===== config.mk =====
export PLATFORM = sky130hd
export DESIGN_NAME = adc_scan_scheduler
export DESIGN_NICKNAME = d
export VERILOG_FILES = /design/src/rtl/adc_sched_pkg.sv /design/src/rtl/adc_tick_timer.sv /design/src/rtl/adc_scan_scheduler.sv
export SDC_FILE = /design/constraint.sdc
export NUM_CORES = 1
export LEC_CHECK = 0
export ABC_AREA = 1
export BUFFER_PORTS_ARGS = -buffer_cell sky130_fd_sc_hd__buf_2
export CAP_MARGIN = 30
export CORE_UTILIZATION = 30
export DETAILED_ROUTE_END_ITERATION = 10
export PLACE_DENSITY = 0.52
export REMOVE_ABC_BUFFERS = 1
export SLEW_MARGIN = 20
export SYNTH_ARGS = -nofsm -noshare
export SYNTH_HDL_FRONTEND = slang
export SYNTH_SLANG_ARGS = --single-unit

===== constraint.sdc =====
create_clock -name clk -period 2.2 [get_ports clk]
set_input_delay 0.33 -clock clk [delete_from_list [all_inputs] [get_ports clk]]
set_output_delay 0.33 -clock clk [all_outputs]
set_load 0.01 [all_outputs]

===== src/rtl/adc_sched_pkg.sv =====
// Shared constants and FSM state encoding for the ADC scan scheduler.
package adc_sched_pkg;

  localparam int ADC_W       = 12;
  localparam int OVR_W       = 8;
  localparam int DEF_PERIOD  = 50000;
  localparam int DEF_TIMEOUT = 1024;

  typedef enum logic [2:0] {
    ST_IDLE      = 3'd0,
    ST_WAIT_TICK = 3'd1,
    ST_START     = 3'd2,
    ST_CONVERT   = 3'd3,
    ST_PUSH      = 3'd4
  } sched_state_e;

endpackage


===== src/rtl/adc_tick_timer.sv =====
// Free-running period counter; tick pulses for one cycle at count PERIOD-1.
module adc_tick_timer
  import adc_sched_pkg::*;
#(
  parameter int PERIOD = DEF_PERIOD
) (
  input  logic clk,
  input  logic rst,
  input  logic enable,
  output logic tick
);

  localparam int CNT_W = (PERIOD > 1) ? $clog2(PERIOD) : 1;
  localparam logic [CNT_W-1:0] CNT_LAST = CNT_W'(PERIOD - 1);

  logic [CNT_W-1:0] count_q, count_d;

  always_comb begin
    count_d = count_q;
    if (!enable || (count_q == CNT_LAST)) begin
      count_d = '0;
    end else begin
      count_d = count_q + CNT_W'(1);
    end
  end

  always_ff @(posedge clk or negedge rst) begin
    if (!rst) begin
      count_q <= '0;
    end else begin
      count_q <= count_d;
    end
  end

  assign tick = enable && (count_q == CNT_LAST);

endmodule


===== src/rtl/adc_scan_scheduler.sv =====
// Periodic round-robin ADC scan: requests conversions, captures results into
// per-channel registers and streams each sample to the collector.
module adc_scan_scheduler
  import adc_sched_pkg::*;
#(
  parameter int PERIOD  = DEF_PERIOD,
  parameter int NUM_CH  = 4,
  parameter int CH_W    = 2,
  parameter int TIMEOUT = DEF_TIMEOUT
) (
  input  logic              clk,
  input  logic              rst,
  input  logic              enable,
  input  logic [NUM_CH-1:0] ch_mask,
  output logic              conv_start,
  output logic [CH_W-1:0]   conv_chan,
  input  logic              conv_done,
  input  logic [ADC_W-1:0]  conv_data,
  output logic              smp_valid,
  input  logic              smp_ready,
  output logic [CH_W-1:0]   smp_chan,
  output logic [ADC_W-1:0]  smp_data,
  input  logic [CH_W-1:0]   rd_chan,
  output logic [ADC_W-1:0]  rd_data,
  output logic              rd_valid,
  output logic [OVR_W-1:0]  overrun_cnt,
  output logic              timeout_err
);

  localparam int TMO_W = (TIMEOUT > 1) ? $clog2(TIMEOUT) : 1;
  localparam logic [TMO_W-1:0] TMO_LAST = TMO_W'(TIMEOUT - 1);

  sched_state_e      state_q, state_d;
  logic [CH_W-1:0]   conv_chan_q, conv_chan_d;
  logic [CH_W-1:0]   last_q, last_d;
  logic [CH_W-1:0]   smp_chan_q, smp_chan_d;
  logic [ADC_W-1:0]  smp_data_q, smp_data_d;
  logic [TMO_W-1:0]  tmo_q, tmo_d;
  logic [OVR_W-1:0]  ovr_q, ovr_d;
  logic              tmo_err_q, tmo_err_d;
  logic              conv_start_q;
  logic              capture;
  logic              tick;
  logic [ADC_W-1:0]  result_q [NUM_CH];
  logic [NUM_CH-1:0] valid_q;

  // First set mask bit strictly after 'last', wrapping around.
  function automatic logic [CH_W-1:0] pick_next(input logic [NUM_CH-1:0] mask,
                                                input logic [CH_W-1:0]   last);
    logic [CH_W-1:0] sel;
    logic            found;
    int              idx;
    sel   = last;
    found = 1'b0;
    for (int i = 1; i <= NUM_CH; i++) begin
      idx = (int'(last) + i) % NUM_CH;
      if (!found && mask[idx]) begin
        sel   = idx[CH_W-1:0];
        found = 1'b1;
      end
    end
    return sel;
  endfunction

  adc_tick_timer #(.PERIOD(PERIOD)) u_tick_timer (
    .clk    (clk),
    .rst    (rst),
    .enable (enable),
    .tick   (tick)
  );

  always_comb begin
    state_d     = state_q;
    conv_chan_d = conv_chan_q;
    last_d      = last_q;
    smp_chan_d  = smp_chan_q;
    smp_data_d  = smp_data_q;
    tmo_d       = tmo_q;
    tmo_err_d   = tmo_err_q;
    ovr_d       = ovr_q;
    capture     = 1'b0;

    case (state_q)
      ST_IDLE: begin
        if (enable) state_d = ST_WAIT_TICK;
      end
      ST_WAIT_TICK: begin
        if (!enable) begin
          state_d = ST_IDLE;
        end else if (tick && (ch_mask != '0)) begin
          conv_chan_d = pick_next(ch_mask, last_q);
          last_d      = conv_chan_d;
          state_d     = ST_START;
        end
      end
      ST_START: begin
        tmo_d   = '0;
        state_d = ST_CONVERT;
      end
      ST_CONVERT: begin
        // A conv_done coinciding with the last timeout cycle still counts.
        if (conv_done) begin
          capture    = 1'b1;
          smp_data_d = conv_data;
          smp_chan_d = conv_chan_q;
          state_d    = ST_PUSH;
        end else if (tmo_q == TMO_LAST) begin
          tmo_err_d = 1'b1;
          state_d   = ST_WAIT_TICK;
        end else begin
          tmo_d = tmo_q + TMO_W'(1);
        end
      end
      ST_PUSH: begin
        if (smp_ready) state_d = enable ? ST_WAIT_TICK : ST_IDLE;
      end
      default: state_d = ST_IDLE;
    endcase

    // Ticks while a conversion is in flight are dropped and counted.
    if (tick && (state_q inside {ST_START, ST_CONVERT, ST_PUSH}) && (ovr_q != '1)) begin
      ovr_d = ovr_q + OVR_W'(1);
    end
  end

  always_ff @(posedge clk or negedge rst) begin
    if (!rst) begin
      state_q      <= ST_IDLE;
      conv_chan_q  <= '0;
      last_q       <= CH_W'(NUM_CH - 1);
      smp_chan_q   <= '0;
      smp_data_q   <= '0;
      tmo_q        <= '0;
      tmo_err_q    <= 1'b0;
      ovr_q        <= '0;
      conv_start_q <= 1'b0;
    end else begin
      state_q      <= state_d;
      conv_chan_q  <= conv_chan_d;
      last_q       <= last_d;
      smp_chan_q   <= smp_chan_d;
      smp_data_q   <= smp_data_d;
      tmo_q        <= tmo_d;
      tmo_err_q    <= tmo_err_d;
      ovr_q        <= ovr_d;
      conv_start_q <= (state_q == ST_START);
    end
  end

  for (genvar gi = 0; gi < NUM_CH; gi++) begin : g_chan_reg
    always_ff @(posedge clk or negedge rst) begin
      if (!rst) begin
        result_q[gi] <= '0;
        valid_q[gi]  <= 1'b0;
      end else if (capture && (conv_chan_q == CH_W'(gi))) begin
        result_q[gi] <= conv_data;
        valid_q[gi]  <= 1'b1;
      end
    end
  end

  assign conv_start  = conv_start_q;
  assign conv_chan   = conv_chan_q;
  assign smp_valid   = (state_q == ST_PUSH);
  assign smp_chan    = smp_chan_q;
  assign smp_data    = smp_data_q;
  assign overrun_cnt = ovr_q;
  assign timeout_err = tmo_err_q;
  assign rd_data     = result_q[rd_chan];
  assign rd_valid    = valid_q[rd_chan];

endmodule


==> flow_summary.json <==
{
  "post-place-ws_ps": 423.3,
  "grt_max_degree": 42,
  "clk_path_buf_depth": 2,
  "synthesis.area_um2": 5405,
  "post_drt_wl_per_cell_um": 12.74,
  "cts_root_buffer": "clkbuf_16",
  "r2r_slack_ps": 450,
  "crit_type": "reg -> reg",
  "power_density_nw_per_um2": 855.3,
  "slowest_delay_ps": 370,
  "syn_area_per_cell_um2": 8.432,
  "route.vias.total": 4203,
  "p_int_w": 0.003615,
  "ys_types": 36,
  "n_antenna_cell": 0,
  "synth_top_area_share": 0.4954,
  "ys_seq_area_frac": 0.5051,
  "globalplace.congestion": 0.7957,
  "die_x_um": 136.2,
  "worstHoldStart": "smp_ready",
  "grt_pass1_wl_um": 20180,
  "leakagePower_nw": 2.991,
  "clk_latency_ps": 350,
  "hold_depth": 3,
  "cts_sinks": 109,
  "finalCriticalPeriod_ps": 1746,
  "worst_slack_ps": 453.6,
  "die_h_um": 136.2,
  "cts_resized": 0,
  "clk_pin_slew_ps": 70,
  "worstMarginPinSlew_ps": 551.1,
  "sw_frac_of_total": 0.3173,
  "rows": 48,
  "maxCapViolations": 0,
  "ys_ff_latch": 109,
  "report.final.setup_viol": 0,
  "maxSlewViolCount": 0,
  "p_switching_w": 0.001681,
  "drc": 0,
  "max-slew-margin-rel": 0.6317,
  "critPathTopFamily": "simple AND/OR/NAND/NOR gates",
  "end_kind": "register",
  "status": "finished clean",
  "ys_warn_count": 0,
  "fmax_ghz": 0.5726,
  "async_flop_share": 1.000,
  "start_util": 0.3103,
  "whs_endpoint": "state_q[2]$_DFFE_PN0P_",
  "overflow": 0,
  "finClkSkew_ps": 6.419,
  "cp_num_buf_inv": 2,
  "cp-start-kind": "register",
  "hold_class": "in -> reg",
  "power.share.clock": 0.287,
  "cp.arrival_ps": 1990,
  "ant_nets": 0,
  "crit_top_cell": "nand2_1",
  "core_um2": 17420,
  "cp.depth": 12,
  "drtPass1Iterations": 5,
  "die_area_um2": 18560,
  "first_global_vias": 4071,
  "worstPathMaxFanout": 4,
  "regArea_um2": 2730,
  "multi_input_area_um2": 2278,
  "cp_cell_sequence": "ha_1, nand2_1, nor2_2, inv_1, nor2_1, nand2_1, nor2_2, nand2_1, nor2_2, inv_1, nand2_1, nand2_1",
  "pwr-share-comb": 0.227,
  "hold_viol_final": 0,
  "tns_ps": 0,
  "fin_cells": 932,
  "fillers": 1845,
  "ir_worst_vdd_mv": 0.5147,
  "seq_power_share": 0.487,
  "grt_usage": 0.1392,
  "reg2reg_from": "u_tick_timer.count_q[0]$_DFF_PN0_",
  "syn-instance-count": 641,
  "htree_levels": 3,
  "drt_iter0_drc": 182,
  "synth_top_flop_cell": "dfrtp_1",
  "routed_wl_um": 11880,
  "rsz0062_at_grt": "no",
  "pin_count": 63,
  "nets": 728,
  "slowest_stage": "dfrtp_1",
  "drive_gt1_frac": 0.1909,
  "vias_per_cell": 4.510,
  "dp_hpwl_um": 8364,
  "fin_crit_sh": 0.7938,
  "cts_buffers": 9,
  "fin_area_um2": 6192,
  "synthTopCellsByArea": "dfrtp_1, nand2_1, nor2_1, o21ai_0, inv_1",
  "reg2reg_to": "conv_chan[1]$_DFFE_PN0P_",
  "synth_area_leader_cell": "dfrtp_1",
  "synth_edf_count": 0,
  "post_cts_buffers": 0,
  "numPlacedInstances": 915,
  "cts_tree": "built",
  "critPathRequiredTime_ps": 2440,
  "r2r_cells": 12,
  "io_buffers": 62,
  "placed_area_um2": 5913,
  "antenna_found_initial": 0,
  "area_delta_synth_final_pct": 14.56
}
## kinds of logic after synthesis
| family | after synthesis | synth area share |
|---|---|---|
| DFF | 109 | 0.5051 |
| and+or+nand+nor | 304 | 0.2530 |
| buffers and inverters | 81 | 0.07338 |
| AOI/OAI and AO/OA | 129 | 0.1373 |
| adders and majority gates | 3 | 0.006945 |
| xor gates and xnor gates | 15 | 0.02431 |
## worst max path at each step
stage | from | endpoint | slack [ps]
3_5_place_dp | u_tick_timer.count_q[0]$_DFF_PN0_ | conv_chan[1]$_DFFE_PN0P_ | 420
2_1_floorplan | overrun_cnt[1]$_DFFE_PN0P_ | overrun_cnt[6]$_DFFE_PN0P_ | 720
5_1_grt | u_tick_timer.count_q[0]$_DFF_PN0_ | overrun_cnt[6]$_DFFE_PN0P_ | 250
6_report | u_tick_timer.count_q[0]$_DFF_PN0_ | conv_chan[1]$_DFFE_PN0P_ | 450
4_1_cts | u_tick_timer.count_q[0]$_DFF_PN0_ | conv_chan[1]$_DFFE_PN0P_ | 410
3_3_place_gp | u_tick_timer.count_q[0]$_DFF_PN0_ | conv_chan[1]$_DFFE_PN0P_ | 450
## cell type report
type,instances,area share
Inverter,62,0.03880
Timing Repair Buffer,69,0.06345
Clock inverter,5,0.005860
Multi-Input combinational cell,451,0.3680
Clock buffer,11,0.03758
Tap cell,225,0.04546
Sequential cell,109,0.4409
## power by group through the flow
stage	logic [W]	registers, W	clock network (W)
6_report	0.00120	0.00258	0.00152
5_1_grt	0.00138	0.00263	0.00168
4_1_cts	0.00123	0.00258	0.00158
3_5_place_dp	0.00123	0.00262	0
3_3_place_gp	0.00121	0.00261	0
2_1_floorplan	0.000761	0.00264	0
## placed cells by master (no fill, tap or decap), drive strengths merged
cell type	synthesis	layout
nor3b	3	3
nand4	3	3
xor2	12	12
nor2	66	66
o22ai	12	12
inv	62	63
xnor2	3	3
clkinv	0	2
o21ai	100	100
o21bai	1	1
nand3	33	33
buf	12	68
a21oi	15	15
clkbuf	7	11
dlygate4sd3	0	1
nand2	181	181
dfrtp	107	107
or3	1	1
dfstp	2	2
nor3	15	15
ha	3	3
clkinvlp	0	2
o221ai	1	1
or2	2	2
## what timing repair did
item / 4_1_cts / 5_1_grt
hold endpoints to repair: 30 / 0
endpoints found under the setup margin: 0 / 0
hold buffers: 1 / 0
## per-layer routing
metal  share of wire  vias to the layer above  global-route usage  routed length (µm)
met1            0.50                     1928              0.1865                5886
met4          0.0091                        0             0.03148                 108
li1                -                     2197                   -                   -
met5               0                        -                   0                   0
met2            0.45                       69              0.2234                5373
met3           0.043                        9             0.03654                 506
## through the flow
stage               utilization  total power [W]  hold slack (ps)
global route             0.3555         0.005679            251.7
global placement         0.3395         0.003828            323.9
finish                   0.3555         0.005296            252.2
floorplan                     -         0.003402            34.41
detailed placement       0.3395         0.003845            325.7
CTS                      0.3555         0.005392            247.0
## worst reg2reg max path: stages (launching register included)
cell	delay (ps)
dfrtp_1	370
ha_1	170
nand2_1	80
nor2_2	110
inv_1	80
nor2_1	110
nand2_1	80
nor2_2	150
nand2_1	100
nor2_2	170
inv_1	110
nand2_1	70
nand2_1	50
## flip-flops by register name, indices dropped and copies added (netlist names)
signal and count:
smp_chan 2, smp_data 12, u_tick_timer.count_q 16, last_q 2, timeout_err 1, conv_chan 2
valid_q 4, conv_start 1, state_q 3, result_q 48, overrun_cnt 8, tmo_q 10
## synthesized netlist by cell type, types with 5 or more instances
cell,count
nand3_1,27
o21ai_2,20
nand2_1,173
dfrtp_1,107
buf_6,9
a21oi_1,15
inv_1,54
clkbuf_1,6
o21ai_0,41
xor2_1,12
inv_2,5
o21ai_1,39
nand2_2,6
nor3_1,15
nor2_1,59
o22ai_1,12
(Power assumes the default switching activity.)
